**src/rtl/scarv_cop_pkg.sv**
```systemverilog
// Shared definitions for the SCARV COP memory-side blocks: memory port
// widths, requester owner encoding and the arbiter lock state encoding.
package scarv_cop_pkg;

    localparam int SCARV_MEM_AW = 32;
    localparam int SCARV_MEM_DW = 32;
    localparam int SCARV_MEM_BW = 4;

    localparam logic OWNER_CPU = 1'b0;
    localparam logic OWNER_COP = 1'b1;

    // Lock state of the shared port. While a granted request is held off by
    // the memory, the grant is frozen on its owner until it is accepted.
    typedef enum logic [1:0] {
        LK_NONE = 2'b00,
        LK_CPU  = 2'b01,
        LK_COP  = 2'b10
    } lock_state_t;

    // Maps an owner bit onto the matching locked state.
    function automatic lock_state_t lock_for(input logic owner);
        return (owner == OWNER_COP) ? LK_COP : LK_CPU;
    endfunction

endpackage

```
**src/rtl/scarv_cop_rr_pick.sv**
```systemverilog
// Two-way requester pick for the shared memory port. Bit 0 of req is the
// CPU, bit 1 the COP. A locked grant always wins; otherwise a single
// requester wins, and a tie is broken by round-robin on last_acc or by fixed
// CPU priority with a COP override (force_cop) from the starvation guard.
module scarv_cop_rr_pick
    import scarv_cop_pkg::*;
#(
    parameter int FIXED_PRIO = 0
) (
    input  logic [1:0] req,
    input  logic       last_acc,
    input  logic       force_cop,
    input  logic       lock,
    input  logic       lock_cop,
    output logic       winner
);

    // Winner selection; with no request the CPU is reported but not granted.
    always_comb begin
        winner = OWNER_CPU;
        if (lock) begin
            winner = lock_cop;
        end else begin
            case (req)
                2'b01:   winner = OWNER_CPU;
                2'b10:   winner = OWNER_COP;
                2'b11: begin
                    if (FIXED_PRIO != 0) begin
                        winner = force_cop ? OWNER_COP : OWNER_CPU;
                    end else begin
                        winner = ~last_acc;
                    end
                end
                default: winner = OWNER_CPU;
            endcase
        end
    end

endmodule

```
**src/rtl/scarv_cop_mem_arbiter.sv**
```systemverilog
// Shares one word-addressed memory port between the host CPU data port and
// the COP memory port. One requester is granted per transaction, the other
// is stalled, and the response of each accepted transaction is routed back
// to its owner on the following cycle.
//
// Handshake: a requester raises cen with wen/addr/wdata/ben and holds them
// until it sees stall low in the same cycle; that cycle is the accept. The
// response (rdata/error) is valid on the owner's port in the next cycle only.
module scarv_cop_mem_arbiter
    import scarv_cop_pkg::*;
#(
    parameter int FIXED_PRIO   = 0,
    parameter int STARVE_LIMIT = 4,
    parameter int CW           = 3
) (
    input  logic                    g_clk,
    input  logic                    g_resetn,

    input  logic                    cpu_mem_cen,
    input  logic                    cpu_mem_wen,
    input  logic [SCARV_MEM_AW-1:0] cpu_mem_addr,
    input  logic [SCARV_MEM_DW-1:0] cpu_mem_wdata,
    input  logic [SCARV_MEM_BW-1:0] cpu_mem_ben,
    output logic                    cpu_mem_stall,
    output logic [SCARV_MEM_DW-1:0] cpu_mem_rdata,
    output logic                    cpu_mem_error,

    input  logic                    cop_mem_cen,
    input  logic                    cop_mem_wen,
    input  logic [SCARV_MEM_AW-1:0] cop_mem_addr,
    input  logic [SCARV_MEM_DW-1:0] cop_mem_wdata,
    input  logic [SCARV_MEM_BW-1:0] cop_mem_ben,
    output logic                    cop_mem_stall,
    output logic [SCARV_MEM_DW-1:0] cop_mem_rdata,
    output logic                    cop_mem_error,

    output logic                    mem_cen,
    output logic                    mem_wen,
    output logic [SCARV_MEM_AW-1:0] mem_addr,
    output logic [SCARV_MEM_DW-1:0] mem_wdata,
    output logic [SCARV_MEM_BW-1:0] mem_ben,
    input  logic                    mem_stall,
    input  logic [SCARV_MEM_DW-1:0] mem_rdata,
    input  logic                    mem_error,

    output logic                    arb_rsp_valid,
    output logic                    arb_rsp_cop
);

    localparam logic [CW-1:0] LIMIT = CW'(STARVE_LIMIT);

    logic [1:0]    req;
    logic          winner;
    logic          grant_cen;
    logic          accept;
    logic          force_cop;
    logic [CW-1:0] starve_cnt;

    lock_state_t   lock_q;
    lock_state_t   lock_d;
    logic          lock;
    logic          lock_cop;

    logic          rsp_valid_q;
    logic          rsp_cop_q;
    logic          last_acc_q;
    logic          rsp_live;

    assign req      = {cop_mem_cen, cpu_mem_cen};
    assign lock     = (lock_q != LK_NONE);
    assign lock_cop = (lock_q == LK_COP);

    scarv_cop_rr_pick #(
        .FIXED_PRIO (FIXED_PRIO)
    ) u_pick (
        .req       (req),
        .last_acc  (last_acc_q),
        .force_cop (force_cop),
        .lock      (lock),
        .lock_cop  (lock_cop),
        .winner    (winner)
    );

    // Shared port request: the winner's fields, request suppressed in reset.
    always_comb begin
        grant_cen = 1'b0;
        mem_wen   = 1'b0;
        mem_addr  = '0;
        mem_wdata = '0;
        mem_ben   = '0;
        if (winner == OWNER_COP) begin
            grant_cen = cop_mem_cen;
            mem_wen   = cop_mem_wen;
            mem_addr  = cop_mem_addr;
            mem_wdata = cop_mem_wdata;
            mem_ben   = cop_mem_ben;
        end else begin
            grant_cen = cpu_mem_cen;
            mem_wen   = cpu_mem_wen;
            mem_addr  = cpu_mem_addr;
            mem_wdata = cpu_mem_wdata;
            mem_ben   = cpu_mem_ben;
        end
        mem_cen = g_resetn & grant_cen;
    end

    assign accept = mem_cen & ~mem_stall;

    // Only the granted side sees the memory stall; everyone else is held off.
    assign cpu_mem_stall = ~(mem_cen & (winner == OWNER_CPU)) | mem_stall;
    assign cop_mem_stall = ~(mem_cen & (winner == OWNER_COP)) | mem_stall;

    // Lock state register.
    always_ff @(posedge g_clk) begin
        if (!g_resetn) begin
            lock_q <= LK_NONE;
        end else begin
            lock_q <= lock_d;
        end
    end

    // Lock next state: freeze on a stalled grant, release on accept.
    always_comb begin
        lock_d = lock_q;
        if (mem_cen && mem_stall) begin
            lock_d = lock_for(winner);
        end else if (accept) begin
            lock_d = LK_NONE;
        end
    end

    // Response tracking and round-robin history; last_acc starts on the COP
    // so the first tie goes to the CPU.
    always_ff @(posedge g_clk) begin
        if (!g_resetn) begin
            rsp_valid_q <= 1'b0;
            rsp_cop_q   <= OWNER_CPU;
            last_acc_q  <= OWNER_COP;
        end else begin
            rsp_valid_q <= accept;
            if (accept) begin
                rsp_cop_q  <= winner;
                last_acc_q <= winner;
            end
        end
    end

    // Starvation guard, only meaningful with fixed CPU priority.
    if (FIXED_PRIO != 0) begin : g_starve
        logic [CW-1:0] cnt_q;

        // Count CPU wins over a waiting COP, saturate, clear on a COP accept.
        always_ff @(posedge g_clk) begin
            if (!g_resetn) begin
                cnt_q <= '0;
            end else if (accept && (winner == OWNER_COP)) begin
                cnt_q <= '0;
            end else if (accept && cop_mem_cen && (cnt_q != LIMIT)) begin
                cnt_q <= cnt_q + 1'b1;
            end
        end

        assign starve_cnt = cnt_q;
    end else begin : g_no_starve
        assign starve_cnt = '0;
    end

    assign force_cop = (FIXED_PRIO != 0) && (starve_cnt == LIMIT);

    // Response routing: only the owner of the previous accept sees data, and
    // nothing is routed while reset is asserted.
    always_comb begin
        rsp_live      = g_resetn & rsp_valid_q;
        cpu_mem_rdata = '0;
        cpu_mem_error = 1'b0;
        cop_mem_rdata = '0;
        cop_mem_error = 1'b0;
        if (rsp_live) begin
            if (rsp_cop_q == OWNER_COP) begin
                cop_mem_rdata = mem_rdata;
                cop_mem_error = mem_error;
            end else begin
                cpu_mem_rdata = mem_rdata;
                cpu_mem_error = mem_error;
            end
        end
        arb_rsp_valid = rsp_live;
        arb_rsp_cop   = g_resetn & rsp_cop_q;
    end

endmodule

```
**config.mk**
```make
export PLATFORM = sky130hd
export DESIGN_NAME = scarv_cop_mem_arbiter
export DESIGN_NICKNAME = d
export VERILOG_FILES = /design/src/rtl/scarv_cop_pkg.sv /design/src/rtl/scarv_cop_rr_pick.sv /design/src/rtl/scarv_cop_mem_arbiter.sv
export SDC_FILE = /design/constraint.sdc
export NUM_CORES = 1
export LEC_CHECK = 0
export BUFFER_PORTS_ARGS = -buffer_cell sky130_fd_sc_hd__buf_2
export CORE_AREA = 4 4 121 123
export DETAILED_ROUTE_END_ITERATION = 10
export DIE_AREA = 0 0 125 127
export PLACE_DENSITY = 0.43
export SLEW_MARGIN = 25
export SYNTH_ARGS = -nofsm -noshare
export SYNTH_HDL_FRONTEND = slang
export SYNTH_SLANG_ARGS = --single-unit
```
**constraint.sdc**
```tcl
create_clock -name g_clk -period 1.58 [get_ports g_clk]
set_input_delay 0.237 -clock g_clk [delete_from_list [all_inputs] [get_ports g_clk]]
set_output_delay 0.237 -clock g_clk [all_outputs]
set_load 0.03 [all_outputs]
```
==> flow_metrics.py, run 1 <==
metrics = {
    "clock_tree": {
        "cts.clk_slew.worst_paths_ns": 0.03,
        "cts.hold.buffers_added": 0,
        "cts_max_level": 1,
        "clkSinkCount": 5,
        "clock_path_buffers": 2,
        "cts_buffers": 3,
        "clk_latency_ns": 0.22,
        "cts-root-buf": "clkbuf_16",
        "cts_tree": "done",
    },
    "grt": {
        "grt_pass1_vias": 2812,
        "gr-usage-all-layers_pct": 11.5,
        "overflow": 0,
        "grt_pass1_wl_um": 15100,
        "antenna_found_initial": 0,
        "grt_max_degree": 32,
    },
    "finish": {
        "multiInputGateArea_mm2": 0.00160,
        "fillers": 1395,
        "antenna_cells": 0,
        "nNetsFinal": 686,
        "drive_above_1_share_pct": 82.7,
        "post-route-util_pct": 34.5,
        "syn2layout_area_growth_pct": 206,
        "regArea_um2": 105,
    },
    "pwr": {
        "p_leak_nw": 2.64,
        "ir_drop_uv": 239,
        "power.density_mw_per_mm2": 568,
    },
    "setup_path": {
        "crit_required_ns": 1.34,
        "worstSetupPathType": "register to primary output",
        "startpoint_type": "register",
        "worstPathArrival_ns": 1.60,
        "ff2ff_setup_slack_ns": 0.08,
        "worstPathMaxFanout": 11,
        "cp-end-kind": "primary output",
    },
    "synthesis": {
        "avgSynthCellArea_um2": 8.58,
        "syn_area_mm2": 0.00155,
        "yosysWarnings": 0,
        "synth_top_area_share_pct": 50.3,
        "synth_cell_types": 23,
        "netlist_instances": 180,
        "synth_seq_area_share_pct": 6.48,
        "ys_ff_latch": 5,
        "synth_nets": 356,
        "synth_top_area_cell": "mux2_1",
        "synth.area.top_cells": "mux2_1 (50%), and2_1 (26%), dfxtp_1 (6.5%), buf_6 (5.1%), nor2_1 (1.7%)",
    },
    "die": {
        "initial_core_util_pct": 11.3,
        "die_y_um": 127,
        "rows": 43,
        "die_area_mm2": 0.0159,
        "chipWidth_um": 125,
        "io_pins": 316,
        "core_region_area_mm2": 0.0137,
    },
    "timing": {
        "setup_tns_ns": -15.41,
        "max_freq_mhz": 544,
        "setup_viol": 81,
        "drv_slew": 0,
        "fin_crit_ns": 1.84,
        "slew_headroom_pct": 86.0,
        "layout_setup_ws_ns": -0.257,
        "final-hold-violation-count": 0,
        "timing.final.crit_share_pct": 116,
        "rsz0062_at_grt": "true",
        "worst_pin_slew_ns": 0.210,
        "skew_ns": 0.000612,
    },
    "routing": {
        "drc": 0,
        "routed_wl_um": 11500,
        "drt_pass1_iterations": 4,
        "vias_per_cell": 3.86,
        "vias": 2657,
        "drtAntennaViolNets": 0,
        "post_drt_wl_per_cell_um": 16.6,
        "drt_iter0_drc": 64,
    },
    "placement": {
        "portBuffers": 315,
        "hpwl_um": 8500,
        "dp_slack_ns": -0.190,
        "gp_congestion": 0.862,
    },
    "min_path": {
        "hold_class": "primary input to register",
    },
    "outcome": {
        "status": "finished, violations left",
        "violations": "setup timing",
    },
    "run": {
        "drv_cap": 0,
    },
}
==> power breakdown <==
part | total (W) | switching, W | internal (W)
sequential | 0.000146 | 0.00000803 | 0.000138
combinational | 0.00212 | 0.00102 | 0.00110
clock | 0.000411 | 0.0000775 | 0.000334
total | 0.00268 | 0.00110 | 0.00158
==> cells in the mapped netlist <==
library cell,n
mux2_2,1
or3_4,1
nor3_1,1
a21boi_1,1
a31o_1,1
dfxtp_1,5
buf_6,7
o21bai_1,1
o21ai_0,1
nand3_1,1
nand2_1,4
nand2b_1,2
buf_2,2
buf_4,1
o21ai_1,1
nor2_1,7
clkbuf_1,4
mux2_1,69
and2_1,63
a31oi_2,1
and3_1,1
inv_1,4
and3b_1,1
==> final cells by class <==
type / count / share of cell area, %
inverter: 4 / 0.318
multi-input combinational: 157 / 33.9
sequential: 5 / 2.23
clock buffer: 4 / 1.67
timing repair buffer: 339 / 57.1
tap: 180 / 4.77
==> flip-flops by register name (all words and copies together) (netlist names) <==
register / flops
last_acc_q: 1
rsp_valid_q: 1
lock_q: 2
rsp_cop_q: 1
==> worst max-delay path, cell delays in order (launching register included) <==
cell and delay (ns):
dfxtp_2 0.32, a21boi_2 0.17, o21bai_4 0.09, buf_6 0.14, buf_12 0.14, or3_4 0.37
buf_6 0.15
==> final timing paths <==
path         startpoint       endpoint  cells past startpoint
max          last_acc_q  cop_mem_stall                      6
min            g_resetn     last_acc_q                      2
max reg2reg  last_acc_q     last_acc_q                      7
min reg2reg  last_acc_q     last_acc_q                      2
==> metal layers <==
metal  global-route usage, %  routed length [um]  up-vias
met4                    1.34                  38        0
met5                       0                   0        -
met2                    23.1                6530      119
li1                        -                   -     1269
met3                    3.26                 751        4
met1                    12.3                4150     1265
==> cell usage in the layout (no fill, tap or decap) <==
| cell type | instances |
|---|---|
| clkbuf_16 | 8 |
| or3_4 | 1 |
| buf_8 | 1 |
| and2_1 | 60 |
| nand3_1 | 1 |
| o21ai_1 | 1 |
| clkbuf_1 | 1 |
| nor2_2 | 1 |
| mux2_2 | 2 |
| and2_4 | 3 |
| buf_6 | 109 |
| clkbuf_4 | 7 |
| buf_12 | 5 |
| dfxtp_2 | 4 |
| nor2_1 | 5 |
| and3_1 | 1 |
| buf_4 | 28 |
| nand2_1 | 4 |
| buf_16 | 2 |
| and3b_1 | 1 |
| nand2b_1 | 2 |
| buf_2 | 182 |
| a21boi_2 | 1 |
| mux2_1 | 4 |
| nor3_1 | 1 |
| o21bai_4 | 1 |
| dfxtp_1 | 1 |
| inv_1 | 4 |
| a31o_1 | 1 |
| nor2_4 | 1 |
| mux2_4 | 64 |
| o21ai_0 | 1 |
| a31oi_4 | 1 |
==> stage by stage <==
step / cell area (um^2) / instances / hold slack, ns / power [W]
4_1_cts: 4140 / 683 / 0.294 / 0.00241
2_1_floorplan: 1550 / 180 / 0.309 / 0.00103
3_5_place_dp: 3370 / 673 / 0.518 / 0.00153
6_report: 4720 / 689 / 0.289 / 0.00268
3_3_place_gp: 3370 / 673 / 0.512 / 0.00151
5_1_grt: 4720 / 689 / 0.318 / 0.00279
==> timing repair <==
item	4_1_cts	5_1_grt
setup endpoints to repair	134	119
pin swaps	3	3
setup buffers	4	0
cloned	2	6
gates resized for setup	197	171
==> cells by family (layout without fill, tap and decap cells) <==
logic type      after synthesis  count (layout)  share of synthesized area, %
simple gates                 81              81                          31.3
mux                          70              70                          51.0
buf+inv                      18             347                          8.18
compound gates                6               6                          3.00
flops                         5               5                          6.48
Note: power is estimated with default switching activity, not from simulation.
==> run 2, diff against run 1 <==
--- a/config.mk
+++ b/config.mk
@@ -9,6 +9,7 @@
 export CORE_AREA = 4 4 121 123
 export DETAILED_ROUTE_END_ITERATION = 10
 export DIE_AREA = 0 0 125 127
+export GPL_ROUTABILITY_DRIVEN = 0
 export PLACE_DENSITY = 0.43
 export SLEW_MARGIN = 25
 export SYNTH_ARGS = -nofsm -noshare
==> constraint.sdc (replaced) <==
create_clock -name g_clk -period 1.58 [get_ports g_clk]
set_input_delay 0.237 -clock g_clk [delete_from_list [all_inputs] [get_ports g_clk]]
set_output_delay 0.237 -clock g_clk [all_outputs]
set_load 0.01 [all_outputs]
==> run 2 against run 1 <==
  * The run still ends with setup timing left
  * Utilization fell by 2.5 points
  * Die area did not move
  * Non-clock buffer count fell by 1
  * Total power fell by 23%
==> flow_metrics.py, run 2 (synthesis gave the netlist of run 1 again) <==
metrics = {
    "finish": {
        "post-route-util_pct": 32.1,
        "largest_register": "lock_q",
        "multiInputGateArea_mm2": 0.00158,
        "syn2layout_area_growth_pct": 184,
        "fillers": 1483,
        "instances_no_fill": 688,
        "nNetsFinal": 685,
        "most-common-layout-cells": "buf_2 (247), buf_6 (72), mux2_4 (36)",
        "largest_register_ffs": 2,
        "antenna_cells": 0,
        "regArea_um2": 104,
        "final_common_cell": "buf_2",
        "drive_above_1_share_pct": 83.1,
    },
    "clock_tree": {
        "cts_tree": "done",
        "cts-root-buf": "clkbuf_16",
        "cts.hold.buffers_added": 0,
        "cts.clk_slew.worst_paths_ns": 0.03,
        "clkSinkCount": 5,
        "clk_latency_ns": 0.22,
        "clock_path_buffers": 2,
        "cts_max_level": 1,
        "cts_buffers": 3,
    },
    "routing": {
        "post_drt_wl_per_cell_um": 16.2,
        "drt_pass1_iterations": 4,
        "vias_per_cell": 3.87,
        "drtAntennaViolNets": 0,
        "drc": 0,
        "vias": 2661,
        "drt_iter0_drc": 64,
        "routed_wl_um": 11200,
    },
    "grt": {
        "grt_max_degree": 32,
        "overflow": 0,
        "gr-usage-all-layers_pct": 10.8,
        "antenna_found_initial": 0,
        "grt_pass1_wl_um": 14100,
        "grt_pass1_vias": 2668,
    },
    "min_path": {
        "holdPathStages": 2,
        "hold_class": "primary input to register",
    },
    "die": {
        "initial_core_util_pct": 11.3,
        "core_region_area_mm2": 0.0137,
        "die_area_mm2": 0.0159,
        "io_pins": 316,
        "chipWidth_um": 125,
        "die_y_um": 127,
        "rows": 43,
    },
    "setup_path": {
        "reg2regPathDepth": 7,
        "crit_required_ns": 1.34,
        "startpoint_type": "register",
        "worstPathMaxFanout": 12,
        "worstSetupPathType": "register to primary output",
        "cp-end-kind": "primary output",
        "worstPathArrival_ns": 1.57,
    },
    "outcome": {
        "status": "finished, violations left",
        "violations": "setup timing",
    },
    "pwr": {
        "power_w": 0.00206,
        "ir_drop_uv": 217,
        "power.density_mw_per_mm2": 470,
        "p_leak_nw": 2.48,
    },
    "timing": {
        "rsz0062_at_grt": "true",
        "layout_setup_ws_ns": -0.230,
        "fin_crit_ns": 1.81,
        "skew_ns": 0.00108,
        "worst_pin_slew_ns": 0.253,
        "setup_viol": 87,
        "max_freq_mhz": 552,
        "holdWs_ns": 0.302,
        "drv_slew": 0,
        "timing.final.crit_share_pct": 115,
        "slew_headroom_pct": 83.1,
        "final-hold-violation-count": 0,
    },
    "placement": {
        "portBuffers": 315,
        "dp_slack_ns": -0.137,
        "hpwl_um": 8350,
        "placedCellCount": 670,
    },
    "run": {
        "drv_cap": 0,
    },
}
run 2: layout make-up:
class | count | area share (%)
well taps | 180 | 5.14
clock buffers | 4 | 1.80
flip-flops and latches | 5 | 2.37
inverters | 4 | 0.342
repair buffers | 338 | 54.3
multi-input cells | 157 | 36.0
run 2: repair_timing:
action | 4_1_cts | 5_1_grt
gates cloned | 2 | 7
hold endpoints to repair | 0 | 0
gates resized for setup | 33 | 129
pin swaps | 2 | 34
endpoints found under the setup margin | 88 | 136
setup buffers | 4 | 1
run 2: path summary, 6_finish.rpt:
| kind | end | slack [ns] | startpoint |
|---|---|---|---|
| max reg2reg | rsp_cop_q | 0.09 | last_acc_q |
| min reg2reg | last_acc_q | 0.51 | last_acc_q |
| min | last_acc_q | 0.30 | g_resetn |
| max | mem_addr[19] | -0.23 | last_acc_q |
run 2: critical path, stage by stage, from the launching register on:
cell	delay (ns)
dfxtp_2	0.33
a21boi_2	0.06
o21bai_4	0.16
buf_6	0.16
buf_16	0.16
mux2_1	0.32
buf_2	0.14
run 2: power breakdown:
group          switching, W  total (W)  internal (W)
sequential       0.00000865   0.000147      0.000138
combinational      0.000598    0.00150      0.000906
clock             0.0000768   0.000411      0.000334
run 2: per-stage QoR:
stage / instance area, um^2 / setup TNS (ns)
6_report: 4390 / -13.97
5_1_grt: 4390 / -19.39
4_1_cts: 3660 / -17.35
3_5_place_dp: 3350 / -5.88
3_3_place_gp: 3350 / -3.76
2_1_floorplan: 1550 / 0
run 2: routing by layer:
layer / wire length, um / track usage [%] / up-vias
li1: - / - / 1270
met1: 4240 / 11.9 / 1281
met2: 6260 / 21.6 / 110
met3: 678 / 2.34 / 0
met4: 0 / 0.957 / 0
met5: 0 / 0 / -
